## src/rtl/stream_pkg.sv

```systemverilog
// Shared stream helpers: width helper and the beat-with-last payload used by the
// serializer and the matching deserializer.
package stream_pkg;

  localparam int unsigned BEAT_W = 8;

  // Like $clog2 but never returns 0, so a count port always has at least one bit.
  function automatic int unsigned clog2_min1(input int unsigned n);
    return (n <= 2) ? 1 : $clog2(n);
  endfunction

  typedef struct packed {
    logic              last;
    logic [BEAT_W-1:0] data;
  } beat_t;

endpackage

```

## src/rtl/stream_serializer.sv

```systemverilog
// Wide-to-narrow valid/ready serializer: emits lanes 0..up_cnt of each accepted word,
// LSB lane first, flagging the final beat with dn_last.
module stream_serializer
  import stream_pkg::*;
#(
  parameter int unsigned DATA_WIDTH = 8,
  parameter int unsigned RATIO      = 4,
  parameter int unsigned CNT_W      = clog2_min1(RATIO)
) (
  input  logic                        clk,
  input  logic                        rst,
  input  logic [DATA_WIDTH*RATIO-1:0] up_bus,
  input  logic [CNT_W-1:0]            up_cnt,
  input  logic                        up_val,
  output logic                        up_rdy,
  output logic [DATA_WIDTH-1:0]       dn_bus,
  output logic                        dn_val,
  output logic                        dn_last,
  input  logic                        dn_rdy
);

  localparam int unsigned      WORD_W  = DATA_WIDTH * RATIO;
  localparam logic [CNT_W-1:0] MAX_IDX = CNT_W'(RATIO - 1);

  logic [WORD_W-1:0]     r_word;
  logic [CNT_W-1:0]      r_idx;
  logic [CNT_W-1:0]      r_end;
  logic [DATA_WIDTH-1:0] r_bus;
  logic                  r_val;
  logic                  r_last;

  logic                  w_up_acc;
  logic                  w_dn_acc;
  logic [CNT_W-1:0]      w_cnt;
  logic [DATA_WIDTH-1:0] w_lane;

  // Ready is combinational from dn_rdy so the next word loads under the last beat.
  assign up_rdy   = ~rst & (~r_val | (dn_rdy & r_last));
  assign w_up_acc = up_val & up_rdy;
  assign w_dn_acc = r_val & dn_rdy;

  // Zero-extended compare keeps the clamp meaningful for non-power-of-2 RATIO.
  assign w_cnt  = ({1'b0, up_cnt} > {1'b0, MAX_IDX}) ? MAX_IDX : up_cnt;
  assign w_lane = r_word[r_idx*DATA_WIDTH +: DATA_WIDTH];

  always_ff @(posedge clk) begin
    if (rst) begin
      r_word <= '0;
      r_idx  <= '0;
      r_end  <= '0;
      r_bus  <= '0;
      r_val  <= 1'b0;
      r_last <= 1'b0;
    end else if (w_up_acc) begin
      r_word <= up_bus;
      r_end  <= w_cnt;
      r_bus  <= up_bus[DATA_WIDTH-1:0];
      r_val  <= 1'b1;
      r_last <= (w_cnt == '0);
      r_idx  <= CNT_W'(1);
    end else if (w_dn_acc) begin
      if (r_last) begin
        r_val  <= 1'b0;
        r_last <= 1'b0;
        r_idx  <= '0;
      end else begin
        r_bus  <= w_lane;
        r_last <= (r_idx == r_end);
        // Hold at the final lane instead of wrapping inside a word.
        r_idx  <= (r_idx == r_end) ? r_idx : r_idx + CNT_W'(1);
      end
    end
  end

  assign dn_bus  = r_bus;
  assign dn_val  = r_val;
  assign dn_last = r_last;

endmodule

```

## config.mk

```make
export PLATFORM = sky130hd
export DESIGN_NAME = stream_serializer
export DESIGN_NICKNAME = d
export VERILOG_FILES = /design/src/rtl/stream_pkg.sv /design/src/rtl/stream_serializer.sv
export SDC_FILE = /design/constraint.sdc
export NUM_CORES = 1
export LEC_CHECK = 0
export ABC_AREA = 1
export BUFFER_PORTS_ARGS = -buffer_cell sky130_fd_sc_hd__buf_2
export CAP_MARGIN = 20
export CORE_MARGIN = 3
export CORE_UTILIZATION = 45
export DETAILED_ROUTE_END_ITERATION = 8
export PLACE_DENSITY = 0.75
export SLEW_MARGIN = 20
export SYNTH_ARGS = -nofsm -noshare
export SYNTH_HDL_FRONTEND = slang
export SYNTH_SLANG_ARGS = --single-unit
```

## constraint.sdc

```tcl
create_clock -name clk -period 1.15 [get_ports clk]
set_input_delay 0.0575 -clock clk [delete_from_list [all_inputs] [get_ports clk]]
set_output_delay 0.0575 -clock clk [all_outputs]
set_load 0.02 [all_outputs]
```

==> key figures, run 1 <==
Outcome
  – Status: finished, violations left
  – Failing checks: negative setup slack

Power
  – Power after layout: 3.67 mW
  – Pleak: 1.44 nW
  – Peak VDD IR: 0.000936 V
  – Power Dens Cells: 1250 nW/um^2

STA
  – RSZ-0062 raised after global routing: yes
  – Fin Setup TNS: -58.3 ps
  – Max-slew violation count: 0
  – Period utilization: 1.02
  – Rel. slew slack: 0.829
  – Least-Margin Pin Slew: 253 ps
  – Setup violators final: 4
  – Tmin final: 1180 ps
  – Max Freq: about 850 MHz
  – Worst setup margin: -27.1 ps
  – Final-report hold violation count: 0
  – Final setup skew: 5.70 ps

Clock tree
  – Clock latency on the worst-skew pair: 300 ps
  – Clock buffer count from CTS: 5
  – H-tree depth: 2
  – Clock root cell: clkbuf_8
  – Worst-path clk slew: 80 ps
  – Clk buf depth: 2
  – Sink Count: 46
  – CTS tree: done

Detailed routing
  – DR WL/cell: 12.7 microns
  – Final Routed Wirelength: 5210 microns
  – Vias per inst: 4.91
  – Iter 0 DRT Violations: 158
  – Post-detailed-route count of antenna-violating nets: 0
  – Via Count: 2,020
  – Post-route DRC violation count: 0
  – Pre-antenna DRT Iters: 4

Logic synthesis
  – Xor and xnor area share after synthesis: 0
  – Synth warnings: 0
  – Syn Nets: roughly 300
  – Largest family of logic cells by synthesized area: simple AND/OR/NAND/NOR gates
  – Yosys reg bits: 46
  – Synth Instances: 269
  – Mapped Area: 2030 sq um
  – Register area share after synthesis: 0.453
  – Fraction of the mapped netlist area in simple logic gates: 0.259
  – Mux cell area share after synthesis: 0
  – Complex-gate fraction of the synthesized area: 0.189
  – Count of cell types in the netlist: 22
  – Mean Syn Cell Area: 7.56 sq um
  – Adder-Cell Fraction of Synth Area: 0

Setup path
  – CP max FO: 6
  – CP top delay family: flip-flops
  – CP arrival: 1370 ps
  – Cell mode on critical path: buf_4
  – Biggest cell delay along the critical path: between 300 and 400 ps
  – Worst setup path start: dn_last
  – Critical R2R Capture: r_word[26]
  – WS Path Type: reg -> reg
  – Critical path launch point type: flip-flop
  – Required time worst endpoint: 1340 ps
  – Worst Reg-to-Reg Cells: 6
  – CP Capture Point: r_word[26]
  – Crit path max-delay cell type: dfxtp_2
  – Worst-path cell chain: nand2_2 > nand2_4 > a21oi_4 > buf_4 > buf_4 > a22o_1
  – Stages on the worst setup path: 6
  – CP bufs+invs: 2
  – R2R Path Start: dn_last
  – Worst R2R Setup Slack: -30 ps
  – Crit path capture type: flip-flop

Die
  – DIE HEIGHT: 73.2 microns
  – Die area: between 5000 and 6000 sq um
  – Core ar.: 4170 sq um
  – Io pins: 49
  – Initial Util: 0.488
  – Row count: 23
  – Chip Width: roughly 73 microns

GRT
  – Largest net degree at the start of global routing: 25
  – Vias in the first global route: ~1.8k
  – Total grt overflow: 0
  – First-pass GRT wire length: 8270 microns
  – Global Route Usage Sum: 0.196
  – Antenna violations before repair: 0

Cells and area
  – Share of layout cells above drive strength 1: 0.294
  – Layout Nets: 398
  – Fill count: 310
  – Layout Cells excl Fill: 411
  – Area Overhead vs Synth: 44.3%
  – N_diodes: 0
  – Final instance area: between 2000 and 3000 sq um

Place
  – Final GP Congestion: 0.817
  – Placed insts: between 300 and 400
  – Setup WS pre-CTS: -29.2 ps
  – Detail Placement HPWL: 3330 microns
  – Placed Area: 2360 sq um
  – I/O Buffers: 48

Job
  – Max cap viols: 0

Worst hold path
  – Worst hold path class: in -> reg
repair_timing:
action | in CTS | in global routing
hold buffers | 32 | 0
endpoints found under the hold margin | 32 | 0
endpoints found under the setup margin | 21 | 35
resized for setup | 4 | 13
buffers inserted | 1 | 4
pin swaps | 0 | 6
gates cloned | 0 | 3
logic make-up after synthesis:
kind of cell,count (synthesis)
AND/OR/NAND/NOR,123
AO/OA/AOI/OAI,60
flip-flops,46
buffers and inverters,40
placed cells by master (no fill, tap or decap), types with 3 or more instances in the layout:
| cell type | netlist | final |
|---|---|---|
| nand3_2 | 0 | 4 |
| buf_4 | 3 | 9 |
| a22o_1 | 8 | 8 |
| nand4_1 | 3 | 3 |
| nand2_4 | 1 | 3 |
| dfxtp_1 | 46 | 42 |
| nand2_1 | 87 | 85 |
| nand2_2 | 6 | 6 |
| nand3_1 | 17 | 13 |
| buf_12 | 1 | 4 |
| nor2_1 | 8 | 8 |
| buf_2 | 6 | 47 |
| inv_1 | 24 | 23 |
| inv_2 | 3 | 3 |
| o21ai_2 | 10 | 10 |
| clkbuf_8 | 0 | 8 |
| o21ai_0 | 24 | 23 |
| a21oi_1 | 14 | 14 |
| dfxtp_2 | 0 | 4 |
| dlygate4sd3_1 | 0 | 32 |
Yosys cell counts:
cell type,instances,share of area
nor2_1,8,0.015
buf_12,1,0.0098
nand2_2,6,0.018
buf_4,3,0.011
a21oi_1,14,0.034
nand2_4,1,0.0055
inv_1,24,0.044
nand4_1,3,0.0092
o21ai_2,10,0.043
nand3_1,17,0.042
nand3_4,1,0.0086
dfxtp_1,46,0.45
buf_2,6,0.015
a22o_1,8,0.034
inv_4,1,0.0031
o21ai_0,24,0.059
o21ai_1,1,0.0025
nand2_1,87,0.16
inv_2,3,0.0055
buf_6,2,0.011
a21oi_4,1,0.0080
o211ai_1,2,0.0074
flip-flops by register name, summed over array words and instances, names as in the netlist:
signal,cells
dn_last,1
dn_bus,8
dn_val,1
r_idx,2
r_word,32
r_end,2
cell type report:
type | instances | area [sq um] | share of cell area
Tap cell | 50 | 62.6 | 0.0213
Inverter | 28 | 115 | 0.0392
Clock buffer | 8 | 110 | 0.0375
Multi-Input combinational cell | 183 | 946 | 0.322
Sequential cell | 46 | 926 | 0.315
Timing Repair Buffer | 96 | 776 | 0.264
metal layers:
layer / share of wire / vias to the layer above / GRT usage / wire [microns]
li1: - / 1056 / - / -
met1: 0.48 / 901 / 0.282 / 2480
met2: 0.45 / 53 / 0.295 / 2360
met3: 0.052 / 10 / 0.0344 / 271
met4: 0.018 / 0 / 0.0676 / 92
met5: 0 / - / 0 / 0
where the power goes:
part	switching, mW	total, mW	internal [mW]
Clock	0.528	1.14	0.607
Sequential	0.0562	1.76	1.71
Combinational	0.406	0.775	0.369
Total	0.990	3.67	2.68
worst min-delay path by stage:
stage / from / slack, ps / depth (start not counted) / endpoint
final: rst / 4 / 2 / dn_val
after global routing: rst / 30 / 2 / dn_val
after CTS: rst / 4 / 2 / dn_val
after detailed placement: up_bus[25] / 260 / 3 / r_word[25]
after global placement: up_bus[30] / 250 / 3 / r_word[30]
after floorplan: rst / 120 / 1 / dn_val
through the flow:
| step | utilization | hold slack [ps] |
|---|---|---|
| 6_report | 0.703 | 3.65 |
| 5_1_grt | 0.703 | 26.0 |
| 4_1_cts | 0.673 | 3.54 |
| 3_5_place_dp | 0.566 | 261 |
| 3_3_place_gp | 0.566 | 254 |
| 2_1_floorplan | - | 119 |
No activity file was read; power rests on OpenSTA's default activity.
==> inputs of run 2 (changes only) <==
--- a/config.mk
+++ b/config.mk
@@ -7,11 +7,11 @@
 export LEC_CHECK = 0
 export ABC_AREA = 1
 export BUFFER_PORTS_ARGS = -buffer_cell sky130_fd_sc_hd__buf_2
-export CAP_MARGIN = 20
+export CAP_MARGIN = 10
 export CORE_MARGIN = 3
 export CORE_UTILIZATION = 45
 export DETAILED_ROUTE_END_ITERATION = 8
-export PLACE_DENSITY = 0.75
+export PLACE_DENSITY = 0.7
 export SLEW_MARGIN = 20
 export SYNTH_ARGS = -nofsm -noshare
 export SYNTH_HDL_FRONTEND = slang
==> run 2 against run 1 <==
Net effect: the run now ends clean; sequential power is essentially flat; clock power hardly changed; worst hold slack improved by 70 ps; setup slack better by 41 ps; critical path type unchanged; highest routed layer unchanged.
==> key figures, run 2 (same netlist as run 1, synthesis figures left out) <==
Die
  – Chip Width: 73.2 microns (unchanged)
  – Die area: 5360 sq um (unchanged)
  – Row count: 23 (unchanged)
  – Io pins: 49 (unchanged)
  – Initial Util: 0.488 (unchanged)
  – Core ar.: 4170 sq um (unchanged)
  – DIE HEIGHT: 73.2 microns (unchanged)

Clock tree
  – Clk buf depth: 2 (unchanged)
  – H-tree depth: 2 (unchanged)
  – Worst-path clk slew: 90 ps (about the same)
  – Clock buffer count from CTS: 5 (unchanged)
  – CTS tree: done
  – Clock latency on the worst-skew pair: 300 ps (about the same)
  – Clock root cell: clkbuf_8
  – Sink Count: 46 (unchanged)

Worst hold path
  – Hold path startpoint: up_bus[1]
  – Hold Path Depth: 3 (+1)
  – Worst hold path class: in -> reg
  – WHS Endpoint: r_word[1]

Cells and area
  – N_diodes: 0 (unchanged)
  – Share of layout cells above drive strength 1: 0.294 (+0.000816)
  – Commonest non-fill, non-tap cells in the layout: 85 x nand2_1, 47 x buf_2, 42 x dfxtp_1, 33 x dlygate4sd3_1, 24 x o21ai_0
  – Layout Nets: 397 (-0.25%)
  – Layout Cells excl Fill: 410 (-0.24%)
  – Largest Register: r_word
  – Area Overhead vs Synth: 42.3%
  – Commonest non-fill, non-tap cell in the layout: nand2_1
  – Largest register FFs: 32 (unchanged)
  – Fill count: 349 (+13%)

Setup path
  – WS Path Type: reg -> reg
  – Biggest cell delay along the critical path: 340 ps (about the same)
  – CP bufs+invs: 2 (unchanged)
  – CP arrival: 1330 ps (-40 ps)
  – Worst setup path start: dn_last
  – Worst Reg-to-Reg Cells: 6 (unchanged)
  – Critical R2R Capture: r_word[17]
  – Worst R2R Setup Slack: 10 ps (+40 ps)
  – Required time worst endpoint: 1350 ps (about the same)
  – CP max FO: 17 (+11)
  – Crit path max-delay cell type: dfxtp_2
  – R2R Path Start: dn_last
  – Crit path capture type: flip-flop
  – Worst-path cell chain: nand2_2 > nand2_4 > nand3_4 > inv_6 > buf_12 > a22o_1
  – CP top delay family: flip-flops
  – Critical path launch point type: flip-flop

Place
  – Detail Placement HPWL: 3480 microns (+4.5%)
  – I/O Buffers: 48 (unchanged)
  – Final GP Congestion: 0.767 (-6.1%)
  – Setup WS pre-CTS: -19.8 ps (+9.39 ps)
  – Placed insts: 368 (+1.1%)

Detailed routing
  – M1 WL: 2290 microns (-7.8%)
  – Post-route DRC violation count: 0 (unchanged)
  – DR WL/cell: 12.5 microns (-1.7%)
  – Top sig layer: met4
  – Routed wl met3: 193 microns (-29%)
  – Final Routed Wirelength: 5110 microns (-1.9%)
  – Met2 Wirelength: 2550 microns (+8.1%)
  – Pre-antenna DRT Iters: 5 (+1)
  – Via Count: 1,995 (-1.2%)
  – Iter 0 DRT Violations: 72 (-54%)
  – Vias per inst: 4.87 (-1.0%)
  – Post-detailed-route count of antenna-violating nets: 0 (unchanged)

STA
  – Least-Margin Pin Slew: 249 ps (-4.22 ps)
  – Worst setup margin: 14.1 ps (+41.2 ps)
  – Max-slew violation count: 0 (unchanged)
  – Fin Setup TNS: 0 ps (+58.3 ps)
  – RSZ-0062 raised after global routing: yes
  – Final setup skew: 11.1 ps (+5.44 ps)
  – Period utilization: 0.988 (-0.0358)
  – Final-report hold violation count: 0 (unchanged)
  – Setup violators final: 0 (-4)
  – Rel. slew slack: 0.834 (+0.00423)
  – Tmin final: 1140 ps (-41.2 ps)
  – Max Freq: 880 MHz (+3.6%)

GRT
  – First-pass GRT wire length: 8380 microns (+1.3%)
  – Vias in the first global route: 1,876 (+2.3%)
  – Largest net degree at the start of global routing: 24 (-4.0%)
  – Antenna violations before repair: 0 (unchanged)
  – Total grt overflow: 0 (unchanged)
  – Global Route Usage Sum: 0.204 (+0.00800)

Power
  – Power Dens Cells: 1250 nW/um^2 (-0.35%)
  – Comb pwr share: 0.205 (-0.006)
  – Peak VDD IR: 0.000855 V (-8.6%)
  – Switching power: 1.00 mW (+1.2%)
  – Clk pwr share: 0.306 (-0.003)
  – Reg power frac: 0.488 (+0.008)
  – Internal power: 2.61 mW (-2.8%)
  – Sw Share: 0.278 (+0.00807)
  – Pleak: 1.41 nW (-1.5%)

Job
  – Max cap viols: 0 (unchanged)

Outcome
  – Status: finished clean
[run 2: cell count changes in the layout (fill, tap and decap cells not counted), moves of 2 or more]
cell / delta
inv_1: -3
clkbuf_16: -2
dfxtp_2: -2
dfxtp_4: +2
inv_4: +2
nand3_1: +2
nand3_2: -2
[run 2: what timing repair did]
item	4_1_cts	5_1_grt
endpoints found under the hold margin	33	0
resized for setup	8	16
pin swaps	0	1
setup endpoints to repair	22	28
hold buffers	33	0
setup buffers	1	0
[run 2: how the worst max path moves through the flow]
stage                 end  slack, ps  depth (start not counted)
3_3_place_gp     r_idx[1]         10                          7
5_1_grt         dn_bus[4]        -60                          8
6_report       r_word[17]         10                          6
2_1_floorplan   dn_bus[0]          3                          8
3_5_place_dp     r_idx[1]        -20                          7
4_1_cts         dn_bus[1]          6                          7
[run 2: power by group through the flow]
stage / registers [mW] / clock network, mW / logic, mW
6_report: 1.76 / 1.11 / 0.741
5_1_grt: 1.77 / 1.19 / 0.834
4_1_cts: 1.76 / 1.13 / 0.720
3_5_place_dp: 1.80 / 0 / 0.622
3_3_place_gp: 1.80 / 0 / 0.611
2_1_floorplan: 1.82 / 0 / 0.377
[run 2: worst min-delay path, stage by stage]
cell and delay (ps):
buf_2 100, nand4_1 130, nand2_1 60
[run 2: final cells by class]
cell class	count	area, sq um	share of cell area
tap	50	62.6	0.0216
sequential	46	931	0.322
inverter	28	118	0.0406
timing repair buffer	95	739	0.256
clock inverter	1	8.76	0.00303
multi-input combinational	183	938	0.324
clock buffer	7	96.3	0.0333
[run 2: routing by layer]
layer | track usage | vias up
li1 | - | 1056
met1 | 0.250 | 888
met2 | 0.355 | 42
met3 | 0.0496 | 9
met4 | 0.0574 | 0
met5 | 0 | -
[run 2: per-stage QoR]
stage	power [mW]	util	instance area (sq um)	hold slack, ps
after floorplan	2.19	-	2040	119
after CTS	3.62	0.683	2850	60.1
after detailed placement	2.42	0.573	2390	256
after global placement	2.41	0.573	2390	251
after global routing	3.80	0.694	2890	82.1
final	3.61	0.694	2890	73.2
==> inputs of run 3 (changes only) <==
--- a/config.mk
+++ b/config.mk
@@ -8,8 +8,9 @@
 export ABC_AREA = 1
 export BUFFER_PORTS_ARGS = -buffer_cell sky130_fd_sc_hd__buf_2
 export CAP_MARGIN = 10
-export CORE_MARGIN = 3
+export CORE_MARGIN = 10
 export CORE_UTILIZATION = 45
+export CTS_CLUSTER_DIAMETER = 120
 export DETAILED_ROUTE_END_ITERATION = 8
 export PLACE_DENSITY = 0.7
 export SLEW_MARGIN = 20
==> run 3 against run 2 <==
Net effect: the flow now finishes with violations (negative setup slack); combinational power grew 8.1%; largest power group unchanged; maximum frequency shrank 4.8%; non-clock buffer count is 3 higher; routed wire length increased by 8.6%; utilization is 0.62 points lower; clock skew shrank 0.99 ps.
==> key figures, run 3 (same netlist as run 1, synthesis figures left out) <==
Setup path
  – Crit path capture type: flip-flop
  – Crit path max-delay cell type: dfxtp_2
  – CP bufs+invs: 2 (unchanged)
  – CP top delay family: flip-flops
  – Worst-path cell chain: nand2_2 > nand2_4 > a21oi_4 > buf_12 > clkbuf_16 > a22o_1
  – Biggest cell delay along the critical path: 360 ps (+20 ps)
  – CP max FO: 8 (-9)
  – Critical path launch point type: flip-flop
  – R2R Path Start: dn_last
  – Required time worst endpoint: 1340 ps (about the same)
  – CP arrival: 1380 ps (+50 ps)
  – WS Path Type: reg -> reg
  – Worst setup path start: dn_last

GRT
  – Global Route Usage Sum: 0.144 (-0.0606)
  – Antenna violations before repair: 0 (unchanged)
  – Total grt overflow: 0 (unchanged)
  – Largest net degree at the start of global routing: 18 (-25%)
  – Vias in the first global route: 1,934 (+3.1%)
  – First-pass GRT wire length: 9070 microns (+8.2%)

Cells and area
  – Post-layout util: 0.687 (-0.00620)
  – Largest Register: r_word
  – Commonest non-fill, non-tap cell in the layout: nand2_1
  – Share of layout cells above drive strength 1: 0.350 (+0.0554)
  – Final instance area: 2990 sq um (+3.4%)
  – Layout Cells excl Fill: 415 (+1.2%)
  – N_diodes: 0 (unchanged)
  – Layout Nets: 400 (+0.76%)
  – Largest register FFs: 32 (unchanged)
  – Commonest non-fill, non-tap cells in the layout: 78 x nand2_1, 47 x buf_2, 42 x dfxtp_1, 31 x dlygate4sd3_1, 20 x inv_1
  – Area Overhead vs Synth: 47.1%

Detailed routing
  – Final Routed Wirelength: 5540 microns (+8.6%)
  – Post-route DRC violation count: 0 (unchanged)
  – Post-detailed-route count of antenna-violating nets: 0 (unchanged)
  – Iter 0 DRT Violations: 145 (+100%)
  – Pre-antenna DRT Iters: 4 (-1)
  – Vias per inst: 4.84 (-0.51%)
  – DR WL/cell: 13.4 microns (+7.3%)
  – Via Count: 2,009 (+0.70%)

Die
  – Core ar.: 4350 sq um (+4.3%)
  – Row count: 24 (+4.3%)
  – Initial Util: 0.467 (-0.0203)
  – Die area: 7610 sq um (+42%)
  – DIE HEIGHT: 87.2 microns (+19%)
  – Io pins: 49 (unchanged)
  – Chip Width: 87.2 microns (+19%)

Outcome
  – Status: finished, violations left
  – Failing checks: negative setup slack

Clock tree
  – Worst-path clk slew: 90 ps (about the same)
  – H-tree depth: 2 (unchanged)
  – Clock root cell: clkbuf_8
  – Clock buffer count from CTS: 5 (unchanged)
  – Clock latency on the worst-skew pair: 300 ps (about the same)
  – Sink Count: 46 (unchanged)
  – Clk buf depth: 2 (unchanged)
  – CTS tree: done

STA
  – Rel. slew slack: 0.832 (-0.00193)
  – Fin Setup TNS: -124 ps (-124 ps)
  – Worst setup margin: -43.1 ps (-57.2 ps)
  – RSZ-0062 raised after global routing: yes
  – Final setup skew: 10.2 ps (-0.987 ps)
  – Least-Margin Pin Slew: 250 ps (+0.813 ps)
  – Tmin final: 1190 ps (+57.2 ps)
  – Final-report hold violation count: 0 (unchanged)
  – Max-slew violation count: 0 (unchanged)
  – Max Freq: 838 MHz (-4.8%)
  – Setup violators final: 10 (+10)
  – Period utilization: 1.04 (+0.0497)

Place
  – I/O Buffers: 48 (unchanged)
  – Placed Area: 2370 sq um (-0.94%)
  – Placed insts: 370 (+0.54%)
  – Final GP Congestion: 0.777 (+1.2%)
  – Detail Placement HPWL: 3800 microns (+9.3%)

Job
  – Max cap viols: 0 (unchanged)

Worst hold path
  – Worst hold path class: in -> reg
  – Hold path startpoint: up_bus[22]

Power
  – Pleak: 1.46 nW (+3.1%)
  – Peak VDD IR: 0.000680 V (-21%)
  – Power Dens Cells: 1200 nW/um^2 (-3.7%)
==> run 3: cell count changes in the layout (fill, tap and decap cells not counted), moves of 3 or more <==
cell,before,now
nand3_2,2,10
o21ai_1,1,6
nand2_2,6,11
nand2_1,85,78
buf_6,1,4
o21ai_0,24,18
nand3_1,15,7
==> run 3: layout make-up <==
class,count,area (sq um)
well taps,52,65.1
inverters,28,120
repair buffers,98,773
multi-input cells,183,1010
flip-flops and latches,46,928
clock inverters,1,5.00
fillers,375,1360
clock buffers,7,86.3
==> run 3: where the power goes <==
part | leakage [nW] | internal [mW] | switching [mW]
logic | 1.03 | 0.377 | 0.424
registers | 0.380 | 1.71 | 0.0644
clock network | 0.0482 | 0.486 | 0.535
==> run 3: path summary, 6_finish.rpt <==
path / end / slack, ps / cells after the start
max reg2reg: r_word[23] / -40 / 6
max: r_word[23] / -40 / 6
min reg2reg: r_word[0] / 450 / 2
min: r_word[22] / 10 / 2
==> run 3: repair_timing <==
action	4_1_cts	5_1_grt
setup buffers	3	1
hold buffers	31	0
gates resized for setup	8	44
gates cloned	0	2
setup endpoints to repair	29	42
endpoints found under the hold margin	31	0
pin swaps	0	11
==> run 3: metal layers <==
metal | track usage | part of all wire | up-vias
li1 | - | - | 1059
met1 | 0.197 | 0.47 | 893
met2 | 0.212 | 0.46 | 50
met3 | 0.0440 | 0.062 | 7
met4 | 0.0391 | 0.013 | 0
met5 | 0 | 0 | -
==> run 3: worst reg2reg max path: cells and delay by family, from the launching register on <==
family | cells | cell delay (ps)
AND/OR/NAND/NOR | 2 | 160
buffers and inverters | 2 | 320
flip-flops | 1 | 360
AO/OA/AOI/OAI | 2 | 240
==> run 3: metrics by stage <==
step | setup slack (ps) | hold WS (ps) | power [mW]
2_1_floorplan | 3.09 | 119 | 2.19
3_3_place_gp | 10.5 | 253 | 2.40
3_5_place_dp | -38.6 | 260 | 2.41
4_1_cts | -9.51 | 8.13 | 3.51
5_1_grt | -79.6 | 11.1 | 3.76
6_report | -43.1 | 10.6 | 3.59
